--- config.mk ---
export PLATFORM = sky130hd
export DESIGN_NAME = mmss_timer_ctrl
export DESIGN_NICKNAME = d
export VERILOG_FILES = /design/src/rtl/mmss_timer_ctrl.sv
export SDC_FILE = /design/constraint.sdc
export NUM_CORES = 1
export LEC_CHECK = 0
export BUFFER_PORTS_ARGS = -buffer_cell sky130_fd_sc_hd__buf_4
export CAP_MARGIN = 25
export CORE_AREA = 2 2 87 68
export DETAILED_ROUTE_END_ITERATION = 10
export DIE_AREA = 0 0 89 70
export GPL_TIMING_DRIVEN = 0
export PLACE_DENSITY = 0.81
export SYNTH_ARGS = -nofsm -noshare
export SYNTH_HDL_FRONTEND = slang
export SYNTH_SLANG_ARGS = --single-unit
--- constraint.sdc ---
create_clock -name clk -period 2.5 [get_ports clk]
set_clock_uncertainty 0.2 [all_clocks]
set_input_delay 0.125 -clock clk [delete_from_list [all_inputs] [get_ports clk]]
set_output_delay 0.125 -clock clk [all_outputs]
set_load 0.005 [all_outputs]
--- src/rtl/mmss_timer_ctrl.sv ---
// MM:SS stopwatch controller for the VGA digit painter.
// Run/pause/clear FSM, 1 Hz prescaler, BCD counter with 59:59 -> 00:00 wrap,
// and a display latch that only updates on the vsync falling edge.
// Optional feature: define TIMER_BLINK_EN to blank the digits (4'hF) for the
// second half of each blink period while paused.
module mmss_timer_ctrl #(
  parameter int unsigned TICK_DIV = 25_000_000
) (
  input  logic       clk,
  input  logic       reset,
  input  logic       btn_start,
  input  logic       btn_clear,
  input  logic       vsync,
  output logic [3:0] mDecimal,
  output logic [3:0] mUnit,
  output logic [3:0] sDecimal,
  output logic [3:0] sUnit,
  output logic       running,
  output logic       rollover
);

  localparam int unsigned PreW = (TICK_DIV > 1) ? $clog2(TICK_DIV) : 1;
  localparam logic [PreW-1:0] PreMax = PreW'(TICK_DIV - 1);

  typedef enum logic [1:0] {StIdle, StRun, StPause} state_e;

  state_e          state_q, state_d;
  logic [PreW-1:0] pre_q;
  logic            tick;
  logic [3:0]      md_q, mu_q, sd_q, su_q;
  logic [3:0]      md_d, mu_d, sd_d, su_d;
  logic            wrap;
  logic            rollover_q;
  logic            vsync_q;
  logic            vfall;
  logic            blank;
  logic [3:0]      disp_md_q, disp_mu_q, disp_sd_q, disp_su_q;

  // Next-state logic: clear dominates start, start toggles run/pause.
  always_comb begin
    state_d = state_q;
    if (btn_clear) begin
      state_d = StIdle;
    end else if (btn_start) begin
      case (state_q)
        StIdle:  state_d = StRun;
        StRun:   state_d = StPause;
        StPause: state_d = StRun;
        default: state_d = StIdle;
      endcase
    end
  end

  // State register.
  always_ff @(posedge clk) begin
    if (reset) state_q <= StIdle;
    else       state_q <= state_d;
  end

  assign running = (state_q == StRun);
  assign tick    = (state_q == StRun) && (pre_q == PreMax);

  // Prescaler: counts only in RUN, holds in PAUSE so partial seconds survive.
  always_ff @(posedge clk) begin
    if (reset || btn_clear) begin
      pre_q <= '0;
    end else if (state_q == StRun) begin
      pre_q <= tick ? '0 : pre_q + 1'b1;
    end
  end

  // BCD cascade; wrap flags the 59:59 -> 00:00 transition.
  always_comb begin
    md_d = md_q;
    mu_d = mu_q;
    sd_d = sd_q;
    su_d = su_q;
    wrap = 1'b0;
    if (tick) begin
      if (su_q != 4'd9) begin
        su_d = su_q + 4'd1;
      end else begin
        su_d = 4'd0;
        if (sd_q != 4'd5) begin
          sd_d = sd_q + 4'd1;
        end else begin
          sd_d = 4'd0;
          if (mu_q != 4'd9) begin
            mu_d = mu_q + 4'd1;
          end else begin
            mu_d = 4'd0;
            if (md_q != 4'd5) begin
              md_d = md_q + 4'd1;
            end else begin
              md_d = 4'd0;
              wrap = 1'b1;
            end
          end
        end
      end
    end
  end

  // Internal count and rollover pulse registers.
  always_ff @(posedge clk) begin
    if (reset || btn_clear) begin
      md_q       <= 4'd0;
      mu_q       <= 4'd0;
      sd_q       <= 4'd0;
      su_q       <= 4'd0;
      rollover_q <= 1'b0;
    end else begin
      md_q       <= md_d;
      mu_q       <= mu_d;
      sd_q       <= sd_d;
      su_q       <= su_d;
      rollover_q <= wrap;
    end
  end

  assign rollover = rollover_q;

  // vsync delay for falling-edge detection; idles high like the real sync.
  always_ff @(posedge clk) begin
    if (reset) vsync_q <= 1'b1;
    else       vsync_q <= vsync;
  end

  assign vfall = vsync_q & ~vsync;

`ifdef TIMER_BLINK_EN
  logic [PreW-1:0] blink_q;

  // Free-running blink phase, restarted on entry to PAUSE so blanking starts visible.
  always_ff @(posedge clk) begin
    if (reset) begin
      blink_q <= '0;
    end else if ((state_d == StPause) && (state_q != StPause)) begin
      blink_q <= '0;
    end else begin
      blink_q <= (blink_q == PreMax) ? '0 : blink_q + 1'b1;
    end
  end

  assign blank = (state_q == StPause) && (blink_q >= PreW'(TICK_DIV / 2));
`else
  assign blank = 1'b0;
`endif

  // Display latch: frame-synchronous, except clear which zeroes immediately.
  always_ff @(posedge clk) begin
    if (reset || btn_clear) begin
      disp_md_q <= 4'd0;
      disp_mu_q <= 4'd0;
      disp_sd_q <= 4'd0;
      disp_su_q <= 4'd0;
    end else if (vfall) begin
      disp_md_q <= blank ? 4'hF : md_q;
      disp_mu_q <= blank ? 4'hF : mu_q;
      disp_sd_q <= blank ? 4'hF : sd_q;
      disp_su_q <= blank ? 4'hF : su_q;
    end
  end

  assign mDecimal = disp_md_q;
  assign mUnit    = disp_mu_q;
  assign sDecimal = disp_sd_q;
  assign sUnit    = disp_su_q;

endmodule
==> Implementation_results.wiki, run 1 <==
{| class="wikitable"
! Metric !! Value
|-
| Total global routing overflow || 0
|-
| Average via count per standard cell || 5.81
|-
| Unrepaired setup endpoints after global routing || false
|-
| Setup TNS Final || 0 ns
|-
| Netlist area before placement || around 0.0029 mm^2
|-
| Adder-Cell Fraction of Synth Area || less than 1%
|-
| Run status || completed
|-
| Number of global-route vias before repair || between 2000 and 2500
|-
| Max FO, Critical Path || 10
|-
| Post-Synth Simple-Gate Area || 33.2%
|-
| Cell chain of the critical path || ha_1 -> and4b_1 -> buf_4 -> nand3_1 -> clkbuf_2 -> nor4_1 -> mux2i_1
|-
| IO Count || 23
|-
| Post-CTS setup buffer count || 0
|-
| Main combinational cell family by area after synthesis || simple AND/OR/NAND/NOR gates
|-
| Area of the multi-input gates || 0.00152 mm^2
|-
| Final worst path period need || about 2.4 ns
|-
| Post-route worst hold slack || roughly 0.25 ns
|-
| Starting density of the core || roughly half
|-
| Ratio of cells with drive above 1 in the final layout || between 10% and 20%
|-
| Post-synth cell types || 45
|-
| Clock root buffer || sky130_fd_sc_hd__clkbuf_8
|-
| Global routing usage summed across all routing layers || a little under a quarter
|-
| Synthesized instance count || ~340
|-
| Tcrit/Tclk final || between 90 and 100%
|-
| Max Fclk || around 0.43 GHz
|-
| Register area || around 0.0012 mm^2
|-
| Antenna violations before repair || 0
|-
| Element type at the critical path start || flop
|-
| Total of endpoints with negative setup slack in the final report || 0
|-
| Synth Area per Inst || about 8.4 um^2
|-
| Total core area || around 0.0055 mm^2
|-
| Hpwl dp || about 4500 um
|-
| Total of flip-flops plus latches after synthesis || slightly above 60
|-
| Cell accounting for the most synthesized area || sky130_fd_sc_hd__dfxtp_1
|-
| Share of the synthesized area in the top cell type || ~43%
|-
| Total CTS buffers || 9
|-
| Via Count || 2702
|-
| Count of yosys warnings during synthesis || 0
|-
| Port buffer count || 22
|-
| Slew Limit Fails || 0
|-
| Horiz. Die Dim || between 80 and 90 um
|-
| Die Y-Extent || roughly 70 um
|-
| Max Root-Sink Buffers || 2
|-
| Synth Area in Compound Gates || 13.6%
|-
| Number of antenna-violating nets in the routed design || 0
|-
| Worst ir drop on vdd || 0.376 mV
|-
| Count of flip-flops with a built-in enable after synthesis || 0
|-
| Fraction of the core area covered by cells at the end of the flow || 61.9%
|-
| Maximum number of pins on one net before global-route repair || 11
|-
| Global-route wire length before repair || 11500 um
|-
| Hold Path Class || reg -> reg
|-
| Data arrival time of the worst path || around 2.4 ns
|-
| Worst stage delay on the critical path || 0.40 ns
|-
| Core Rows || 24
|-
| DR pass1 iterations || 5
|-
| Xor/xnor share of the synthesized area || 3.05%
|-
| Number of fill cells || roughly 500
|-
| Final routed wire length divided by cell count || ~15 um
|-
| Total number of clock tree sinks || between 60 and 70
|-
| LEAKAGE || approximately 1.1 nW
|-
| Headroom to the max-slew limit || approximately three fifths
|-
| Post-synth top flop || sky130_fd_sc_hd__dfxtp_1
|-
| Most common cell in the synthesized netlist || sky130_fd_sc_hd__dfxtp_1
|-
| Post-synthesis sequential area ratio || between 40% and 50%
|-
| Final Net Count || 388
|-
| Area added between synthesis and finish || 19.1%
|-
| Slowest cell on crit path || sky130_fd_sc_hd__nor4_1
|-
| Most area-consuming cells after synthesis || sky130_fd_sc_hd__dfxtp_1, sky130_fd_sc_hd__nand2_1, sky130_fd_sc_hd__a21oi_1
|-
| RePlAce Congestion || 0.858
|-
| Worst-Skew Late Latency || between 0.3 and 0.4 ns
|-
| Worst EP required || 2.57 ns
|-
| Worst-Margin Slew || 0.597 ns
|-
| Floorplan die area || ~0.0062 mm^2
|-
| Hold violation count in the final report || 0
|-
| Deepest level of the CTS H-tree || 3
|-
| Leading post-synthesis cells by instance count || sky130_fd_sc_hd__dfxtp_1, sky130_fd_sc_hd__nand2_1, sky130_fd_sc_hd__a21oi_1
|-
| Ratio of total power to cell area || around 600 mW/mm^2
|-
| Proportion of synthesized area in mux cells || approximately 2.8%
|-
| Clock Pin Slew Worst Setup and Hold Paths || ~0.070 ns
|-
| Sort of element at the end of the critical path || flop
|-
| Fraction of registers with async set/reset || 0%
|-
| Setup slack of the worst register-to-register path || ~0.15 ns
|-
| Critical path class || reg -> reg
|-
| Net count of the mapped netlist || between 300 and 400
|-
| Clock tree from TritonCTS || built
|-
| DRC viols || 0
|-
| Iteration-0 DRC count of the detailed router || 213
|-
| Max-cap violation count || 0
|-
| Wire length after detailed routing || 6800 um
|-
| Antenna Cells || 0
|}
-- worst paths after layout --
check | end | cells after the start | startpoint
worst min register to register | mDecimal[3]$_SDFFE_PP0P_ | 2 | mDecimal[3]$_SDFFE_PP0P_
worst max register to register | md_q[0]$_SDFFE_PP0P_ | 7 | pre_q[0]$_SDFFE_PP0N_
worst min-delay path | mDecimal[3]$_SDFFE_PP0P_ | 2 | mDecimal[3]$_SDFFE_PP0P_
worst max-delay path | md_q[0]$_SDFFE_PP0P_ | 7 | pre_q[0]$_SDFFE_PP0N_
-- cells in the final DEF, fill, tap and decap left out, types with 6 or more instances in the layout --
| cell type | instances |
|---|---|
| sky130_fd_sc_hd__a21oi_1 | 36 |
| sky130_fd_sc_hd__and4_1 | 8 |
| sky130_fd_sc_hd__buf_2 | 6 |
| sky130_fd_sc_hd__buf_4 | 23 |
| sky130_fd_sc_hd__clkbuf_1 | 11 |
| sky130_fd_sc_hd__clkbuf_8 | 11 |
| sky130_fd_sc_hd__dfxtp_1 | 61 |
| sky130_fd_sc_hd__dlygate4sd3_1 | 6 |
| sky130_fd_sc_hd__inv_1 | 10 |
| sky130_fd_sc_hd__mux2i_1 | 8 |
| sky130_fd_sc_hd__nand2_1 | 59 |
| sky130_fd_sc_hd__nand3_1 | 13 |
| sky130_fd_sc_hd__nand4_1 | 10 |
| sky130_fd_sc_hd__nor2_1 | 15 |
| sky130_fd_sc_hd__o21ai_0 | 10 |
| sky130_fd_sc_hd__o31ai_1 | 10 |
| sky130_fd_sc_hd__or3_1 | 10 |
| sky130_fd_sc_hd__or4_1 | 13 |
| sky130_fd_sc_hd__xor2_1 | 6 |
-- through the flow --
stage | setup WS [ns] | std cells | instance area, um^2 | power [mW]
after global placement | 0.243 | 443 | 3140 | 1.05
after floorplan | 0.507 | 343 | 2870 | 1.03
after CTS | 0.102 | 465 | 3420 | 2.05
after detailed placement | 0.136 | 443 | 3140 | 1.06
after global routing | 0.0199 | 465 | 3420 | 2.10
final | 0.149 | 465 | 3420 | 2.04
-- critical path, delay by kind of cell (launching register included) --
family,cells,cell delay (ns)
flops,1,0.37
fa+ha+maj,1,0.18
simple gates,3,0.82
buf+inv,2,0.45
mux,1,0.25
-- report_power, final --
group | total [mW] | switching, mW | internal, mW
clock | 0.991 | 0.378 | 0.612
combinational | 0.0690 | 0.0450 | 0.0240
sequential | 0.976 | 0.00178 | 0.974
-- cells by family after synthesis --
family,Yosys count
and+or+nand+nor,167
AOI/OAI and AO/OA,67
DFF,61
buffers and inverters,29
xor gates and xnor gates,10
muxes,8
adders and majority gates,1
-- routing by layer --
layer  up-vias  GRT usage, %  part of all wire [%]
met5         -             0                     0
met4         0          8.96                   1.7
met3        15          6.86                   6.7
met2        99          34.7                    46
met1      1256          32.4                    46
li1       1332             -                     -
-- sequential cells by signal, summed over array words and instances, names as in the netlist --
name,count
mDecimal,4
mUnit,4
md_q,4
mu_q,4
pre_q,25
rollover,1
sDecimal,4
sUnit,4
sd_q,4
state_q,2
su_q,4
vsync_q,1
-- layout make-up --
| cell class | count | share of cell area (%) |
|---|---|---|
| Clock buffer | 12 | 4.53 |
| Inverter | 10 | 1.10 |
| Timing Repair Buffer | 28 | 6.58 |
| Multi-Input combinational cell | 253 | 44.5 |
| Tap cell | 78 | 2.85 |
| Clock inverter | 4 | 2.05 |
| Sequential cell | 61 | 35.7 |
| Buffer | 19 | 2.67 |
-- repair_timing --
action                                  4_1_cts  5_1_grt
resized for setup                             0        2
endpoints found under the setup margin        0        2
endpoints found under the hold margin         8        0
hold buffers                                  6        0
No activity file was read; power rests on OpenSTA's default activity.
==> run 2: changes to the inputs <==
Settings changed: CTS_BUF_LIST set to sky130_fd_sc_hd__clkbuf_4 sky130_fd_sc_hd__clkbuf_8.
==> run 2 against run 1 <==
Worst setup slack improved by 0.0078 ns; wire length decreased by 0.29%; critical path depth unchanged; utilization increased by 0.068 points; die area unchanged; register-to-register slack about the same; cell count unchanged; cell area increased by 0.11%; first-iteration DRC count increased by 0.94%; power increased by 0.45%; largest cell class unchanged.
==> Implementation_results.wiki, run 2 (synthesis results as in run 1) <==
{| class="wikitable"
! Metric !! Value
|-
| Setup TNS Final || 0 ns (unchanged)
|-
| Clock group share of total power || 48.9% (+0.2 points)
|-
| Antenna Cells || 0 (unchanged)
|-
| Max Root-Sink Buffers || 2 (unchanged)
|-
| Sequential share of power || 47.7% (-0.2 points)
|-
| Number of global-route vias before repair || 2498 (+0.12%)
|-
| Critical path class || reg -> reg
|-
| Final Net Count || 388 (unchanged)
|-
| Max FFs per register || 25 (unchanged)
|-
| Worst stage delay on the critical path || 0.39 ns (about the same)
|-
| Hpwl dp || 4520 um (unchanged)
|-
| Horiz. Die Dim || 89 um (unchanged)
|-
| Die Y-Extent || 70 um (unchanged)
|-
| Post-route worst hold slack || 0.254 ns (-0.0000140 ns)
|-
| Tcrit/Tclk final || 93.7% (-0.31 points)
|-
| Final routed wire length divided by cell count || 14.6 um (-0.29%)
|-
| Global routing usage summed across all routing layers || 23.6% (+0.097 points)
|-
| Total of endpoints with negative setup slack in the final report || 0 (unchanged)
|-
| Area added between synthesis and finish || 19.3%
|-
| Internal portion of total power || 1.62 mW (+0.68%)
|-
| Wire length after detailed routing || 6780 um (-0.29%)
|-
| Area after DPL || 0.00314 mm^2 (unchanged)
|-
| Fraction of the core area covered by cells at the end of the flow || 62.0% (+0.068 points)
|-
| Max FO, Critical Path || 10 (unchanged)
|-
| Worst ir drop on vdd || 0.375 mV (-0.16%)
|-
| Switching fraction of total power || 20.7% (-0.18 points)
|-
| Number of fill cells || 490 (-0.20%)
|-
| Ratio of total power to cell area || 597 mW/mm^2 (+0.34%)
|-
| FF-to-FF path depth || 7 (unchanged)
|-
| Total core area || 0.00553 mm^2 (unchanged)
|-
| Floorplan die area || 0.00623 mm^2 (unchanged)
|-
| Sort of element at the end of the critical path || flop
|-
| Hold violation count in the final report || 0 (unchanged)
|-
| Average via count per standard cell || 5.82 (+0.15%)
|-
| Slew Limit Fails || 0 (unchanged)
|-
| Total global routing overflow || 0 (unchanged)
|-
| Maximum number of pins on one net before global-route repair || 11 (unchanged)
|-
| Cell Count, Final, Fillers Out || 465 (unchanged)
|-
| Worst slack after detailed placement || 0.136 ns (unchanged)
|-
| Clock tree from TritonCTS || built
|-
| IO Count || 23 (unchanged)
|-
| Port buffer count || 22 (unchanged)
|-
| Worst-Margin Slew || 0.572 ns (-0.0252 ns)
|-
| Unrepaired setup endpoints after global routing || false
|-
| Total CTS buffers || 9 (unchanged)
|-
| Global-route wire length before repair || 11600 um (+0.54%)
|-
| Most common library cell in the layout ignoring fill and taps || sky130_fd_sc_hd__dfxtp_1
|-
| Element type at the critical path start || flop
|-
| Worst path top cell family by delay || simple AND/OR/NAND/NOR gates
|-
| Via Count || 2706 (+0.15%)
|-
| Top reg by flops || pre_q
|-
| DRC viols || 0 (unchanged)
|-
| Ratio of cells with drive above 1 in the final layout || 14.7% (+0.26 points)
|-
| Most used cells in the layout excluding fill and tap cells || sky130_fd_sc_hd__dfxtp_1, sky130_fd_sc_hd__nand2_1, sky130_fd_sc_hd__a21oi_1
|-
| Data arrival time of the worst path || 2.41 ns (about the same)
|-
| Combinational group share of total power || 3.4% (about the same)
|-
| Finished layout cell area || 0.00343 mm^2 (+0.11%)
|-
| Max-cap violation count || 0 (unchanged)
|-
| Starting density of the core || 52.0% (unchanged)
|-
| RePlAce Congestion || 0.858 (unchanged)
|-
| Total number of clock tree sinks || 61 (unchanged)
|-
| Worst EP required || 2.57 ns (about the same)
|-
| Cell chain of the critical path || ha_1 -> and4b_1 -> buf_4 -> nand3_1 -> clkbuf_2 -> nor4_1 -> mux2i_1
|-
| Number of antenna-violating nets in the routed design || 0 (unchanged)
|-
| Iteration-0 DRC count of the detailed router || 215 (+0.94%)
|-
| Slowest cell on crit path || sky130_fd_sc_hd__nor4_1
|-
| P_sw || 0.423 mW (-0.42%)
|-
| Crit path buf inv count || 2 (unchanged)
|-
| Design Power || 2.04 mW (+0.45%)
|-
| Clock root buffer || sky130_fd_sc_hd__clkbuf_8
|-
| PnR worst setup slack || 0.157 ns (+0.00776 ns)
|-
| LEAKAGE || 1.13 nW (+0.30%)
|-
| Run status || completed
|-
| Instance count along the most critical hold path || 2 (unchanged)
|-
| Worst-Skew Late Latency || 0.34 ns (about the same)
|-
| Placed cells || 443 (unchanged)
|-
| DR pass1 iterations || 5 (unchanged)
|-
| Core Rows || 24 (unchanged)
|-
| Final worst path period need || 2.34 ns (-0.00776 ns)
|-
| Critical Path Stages || 7 (unchanged)
|-
| Clock Pin Slew Worst Setup and Hold Paths || 0.07 ns (about the same)
|-
| Max Fclk || 0.427 GHz (+0.33%)
|-
| Hold Path Class || reg -> reg
|-
| Headroom to the max-slew limit || 61.9% (+1.7 points)
|-
| Deepest level of the CTS H-tree || 3 (unchanged)
|-
| Antenna violations before repair || 0 (unchanged)
|}
[run 2: cell counts in the layout (fill, tap and decap cells not counted)]
No cell type changed its count.
[run 2: timing repair]
action | 4_1_cts | 5_1_grt
setup buffers | 0 | 0
resized for setup | 0 | 2
hold endpoints to repair | 8 | 0
setup endpoints to repair | 0 | 2
hold buffers | 6 | 0
[run 2: power groups by stage]
stage,Sequential [mW],Clock (mW),Combinational (mW)
global route,0.976,1.06,0.0749
finish,0.976,1.00,0.0687
floorplan,0.997,0,0.0359
CTS,0.976,1.02,0.0667
detailed placement,0.998,0,0.0590
global placement,0.998,0,0.0572
[run 2: layout make-up]
type | count | area (um^2) | share of cell area (%)
timing repair buffer | 28 | 225 | 6.57
clock inverter | 4 | 70.1 | 2.05
buffer | 19 | 91.3 | 2.67
tap | 78 | 97.6 | 2.85
inverter | 10 | 37.5 | 1.10
clock buffer | 12 | 159 | 4.64
sequential | 61 | 1220 | 35.6
multi-input combinational | 253 | 1520 | 44.5
[run 2: path summary, 6_finish.rpt]
| check | end | slack, ns | start |
|---|---|---|---|
| hold reg to reg | mDecimal[3]$_SDFFE_PP0P_ | 0.25 | mDecimal[3]$_SDFFE_PP0P_ |
| setup reg to reg | md_q[0]$_SDFFE_PP0P_ | 0.16 | pre_q[0]$_SDFFE_PP0N_ |
| setup / recovery | md_q[0]$_SDFFE_PP0P_ | 0.16 | pre_q[0]$_SDFFE_PP0N_ |
| hold / removal | mDecimal[3]$_SDFFE_PP0P_ | 0.25 | mDecimal[3]$_SDFFE_PP0P_ |
[run 2: routing by layer]
metal	vias to the layer above	global-route usage [%]	part of all wire [%]
li1	1326	-	-
met1	1262	32.7	45
met2	100	34.6	46
met3	18	6.97	7.5
met5	-	0	0
met4	0	8.96	1.8
[run 2: tightest hold or removal path: cells and delay by family (launching register included)]
kind | cells | cell delay, ns
flops | 1 | 0.31
compound gates | 1 | 0.05
simple gates | 1 | 0.05
==> run 3: changes to the inputs <==
Settings changed: PLACE_DENSITY 0.81 to 0.72.
==> run 3 against run 2 <==
First-iteration DRC count is 13% lower; register-to-register slack better by 0.02 ns; sequential power hardly changed; via count is 4.2% lower; worst setup slack better by 0.019 ns; combinational power is 2% lower; critical endpoint unchanged; largest power group is now registers.
==> Implementation_results.wiki, run 3 (synthesis results as in run 1) <==
{| class="wikitable"
! Metric !! Value
|-
| Max-cap violation count || 0 (unchanged)
|-
| Worst-Margin Slew || 0.513 ns (-0.0586 ns)
|-
| Antenna Cells || 0 (unchanged)
|-
| Maximum number of pins on one net before global-route repair || 11 (unchanged)
|-
| Hold Crit Endpoint || sUnit[3]$_SDFFE_PP0P_
|-
| PnR worst setup slack || 0.176 ns (+0.0192 ns)
|-
| RePlAce Congestion || 0.839 (-2.2%)
|-
| Unrepaired setup endpoints after global routing || false
|-
| Total number of clock tree sinks || 61 (unchanged)
|-
| Die Y-Extent || 70 um (unchanged)
|-
| Element type at the critical path start || flop
|-
| LEAKAGE || 1.11 nW (-2.2%)
|-
| Max FFs per register || 25 (unchanged)
|-
| Reg2Reg Launch Point || pre_q[0]$_SDFFE_PP0N_
|-
| Average via count per standard cell || 5.60 (-3.8%)
|-
| Hpwl dp || 4470 um (-1.0%)
|-
| Starting density of the core || 52.0% (unchanged)
|-
| Fraction of the core area covered by cells at the end of the flow || 61.2% (-0.84 points)
|-
| Ratio of total power to cell area || 553 mW/mm^2 (-7.4%)
|-
| Max Root-Sink Buffers || 2 (unchanged)
|-
| Sort of element at the end of the critical path || flop
|-
| Total core area || 0.00553 mm^2 (unchanged)
|-
| Start point of the worst hold path || sUnit[3]$_SDFFE_PP0P_
|-
| DR pass1 iterations || 4 (-1)
|-
| Placed cells || 443 (unchanged)
|-
| Global routing usage summed across all routing layers || 22.3% (-1.3 points)
|-
| Number of antenna-violating nets in the routed design || 0 (unchanged)
|-
| Slew Limit Fails || 0 (unchanged)
|-
| Final routed wire length divided by cell count || 14.0 um (-3.9%)
|-
| Run status || completed
|-
| Clock Pin Slew Worst Setup and Hold Paths || 0.06 ns (about the same)
|-
| Setup slack of the worst register-to-register path || 0.18 ns (+0.02 ns)
|-
| Worst reg2reg path endpoint || md_q[0]$_SDFFE_PP0P_
|-
| Finished layout cell area || 0.00338 mm^2 (-1.4%)
|-
| Total of endpoints with negative setup slack in the final report || 0 (unchanged)
|-
| Setup TNS Final || 0 ns (unchanged)
|-
| Via Count || 2591 (-4.2%)
|-
| Hold-fix buffers at CTS || 6 (unchanged)
|-
| Post-CTS setup buffer count || 0 (unchanged)
|-
| Ratio of cells with drive above 1 in the final layout || 14.0% (-0.70 points)
|-
| Topmost layer with routed signal wires || met4
|-
| Hold violation count in the final report || 0 (unchanged)
|-
| DRC viols || 0 (unchanged)
|-
| IO Count || 23 (unchanged)
|-
| Most used cells in the layout excluding fill and tap cells || sky130_fd_sc_hd__dfxtp_1, sky130_fd_sc_hd__nand2_1, sky130_fd_sc_hd__a21oi_1
|-
| Worst-Skew Late Latency || 0.34 ns (about the same)
|-
| Number of global-route vias before repair || 2397 (-4.0%)
|-
| Post-route worst hold slack || 0.254 ns (-0.000921 ns)
|-
| Area added between synthesis and finish || 17.6%
|-
| Worst EP required || 2.57 ns (about the same)
|-
| Final Net Count || 388 (unchanged)
|-
| DR WL met3 || 300 um (-41%)
|-
| Total global routing overflow || 0 (unchanged)
|-
| Deepest level of the CTS H-tree || 3 (unchanged)
|-
| FF-to-FF path depth || 7 (unchanged)
|-
| Wire length on met2 || 2750 um (-12%)
|-
| Port buffer count || 22 (unchanged)
|-
| Cell Count, Final, Fillers Out || 463 (-0.43%)
|-
| Final worst path period need || 2.32 ns (-0.0192 ns)
|-
| Max Fclk || 0.430 GHz (+0.83%)
|-
| Resized cells post-CTS || 0 (unchanged)
|-
| Routed length on met1 || 3330 um (+10%)
|-
| Area after DPL || 0.00314 mm^2 (unchanged)
|-
| Clock root buffer || sky130_fd_sc_hd__clkbuf_8
|-
| Clock tree from TritonCTS || built
|-
| Worst slack after detailed placement || 0.196 ns (+0.0608 ns)
|-
| Critical path class || reg -> reg
|-
| Wire length after detailed routing || 6490 um (-4.3%)
|-
| Top reg by flops || pre_q
|-
| Design Power || 1.87 mW (-8.7%)
|-
| Global-route wire length before repair || 11100 um (-4.3%)
|-
| Hold Path Class || reg -> reg
|-
| Headroom to the max-slew limit || 65.8% (+3.9 points)
|-
| Data arrival time of the worst path || 2.39 ns (-0.02 ns)
|-
| Tcrit/Tclk final || 93.0% (-0.77 points)
|-
| Core Rows || 24 (unchanged)
|-
| Worst ir drop on vdd || 0.370 mV (-1.3%)
|-
| Most common library cell in the layout ignoring fill and taps || sky130_fd_sc_hd__dfxtp_1
|-
| Number of fill cells || 531 (+8.4%)
|-
| Horiz. Die Dim || 89 um (unchanged)
|-
| Iteration-0 DRC count of the detailed router || 186 (-13%)
|-
| Total CTS buffers || 9 (unchanged)
|-
| Max FO, Critical Path || 10 (unchanged)
|-
| Floorplan die area || 0.00623 mm^2 (unchanged)
|-
| Antenna violations before repair || 0 (unchanged)
|-
| Instance count along the most critical hold path || 2 (unchanged)
|}
[run 3: how the worst max path moves through the flow]
stage                     startpoint                   end  slack [ns]  cells after the start
2_1_floorplan  pre_q[0]$_SDFFE_PP0N_   rollover$_SDFF_PP0_        0.51                      6
3_3_place_gp   pre_q[0]$_SDFFE_PP0N_  md_q[0]$_SDFFE_PP0P_        0.20                      7
3_5_place_dp   pre_q[0]$_SDFFE_PP0N_  md_q[0]$_SDFFE_PP0P_        0.20                      7
4_1_cts        pre_q[0]$_SDFFE_PP0N_  md_q[0]$_SDFFE_PP0P_        0.18                      7
5_1_grt        pre_q[0]$_SDFFE_PP0N_  md_q[0]$_SDFFE_PP0P_        0.03                      7
6_report       pre_q[0]$_SDFFE_PP0N_  md_q[0]$_SDFFE_PP0P_        0.18                      7
[run 3: routing by layer]
layer / GRT usage, % / up-vias
li1: - / 1325
met5: 0 / -
met2: 32.0 / 52
met1: 31.4 / 1202
met4: 8.29 / 0
met3: 6.97 / 12
[run 3: layout make-up]
class	count	area [um^2]	area share, %
Multi-Input combinational cell	253	1520	45.1
Inverter	10	37.5	1.11
Clock inverter	1	5.00	0.148
Buffer	19	90.1	2.67
Tap cell	78	97.6	2.89
Timing Repair Buffer	28	225	6.66
Clock buffer	13	179	5.29
Sequential cell	61	1220	36.1
[run 3: power breakdown]
group	internal, mW	switching [mW]	total [mW]	leakage (nW)
registers	0.974	0.00187	0.976	0.492
logic	0.0239	0.0431	0.0670	0.517
clock network	0.456	0.369	0.824	0.0974
[run 3: critical path, stage by stage, from the launching register on]
cell and delay (ns):
sky130_fd_sc_hd__dfxtp_1 0.38, sky130_fd_sc_hd__ha_1 0.18, sky130_fd_sc_hd__and4b_1 0.19, sky130_fd_sc_hd__buf_4 0.17, sky130_fd_sc_hd__nand3_1 0.21, sky130_fd_sc_hd__clkbuf_1 0.30, sky130_fd_sc_hd__nor4_1 0.41, sky130_fd_sc_hd__mux2i_1 0.22
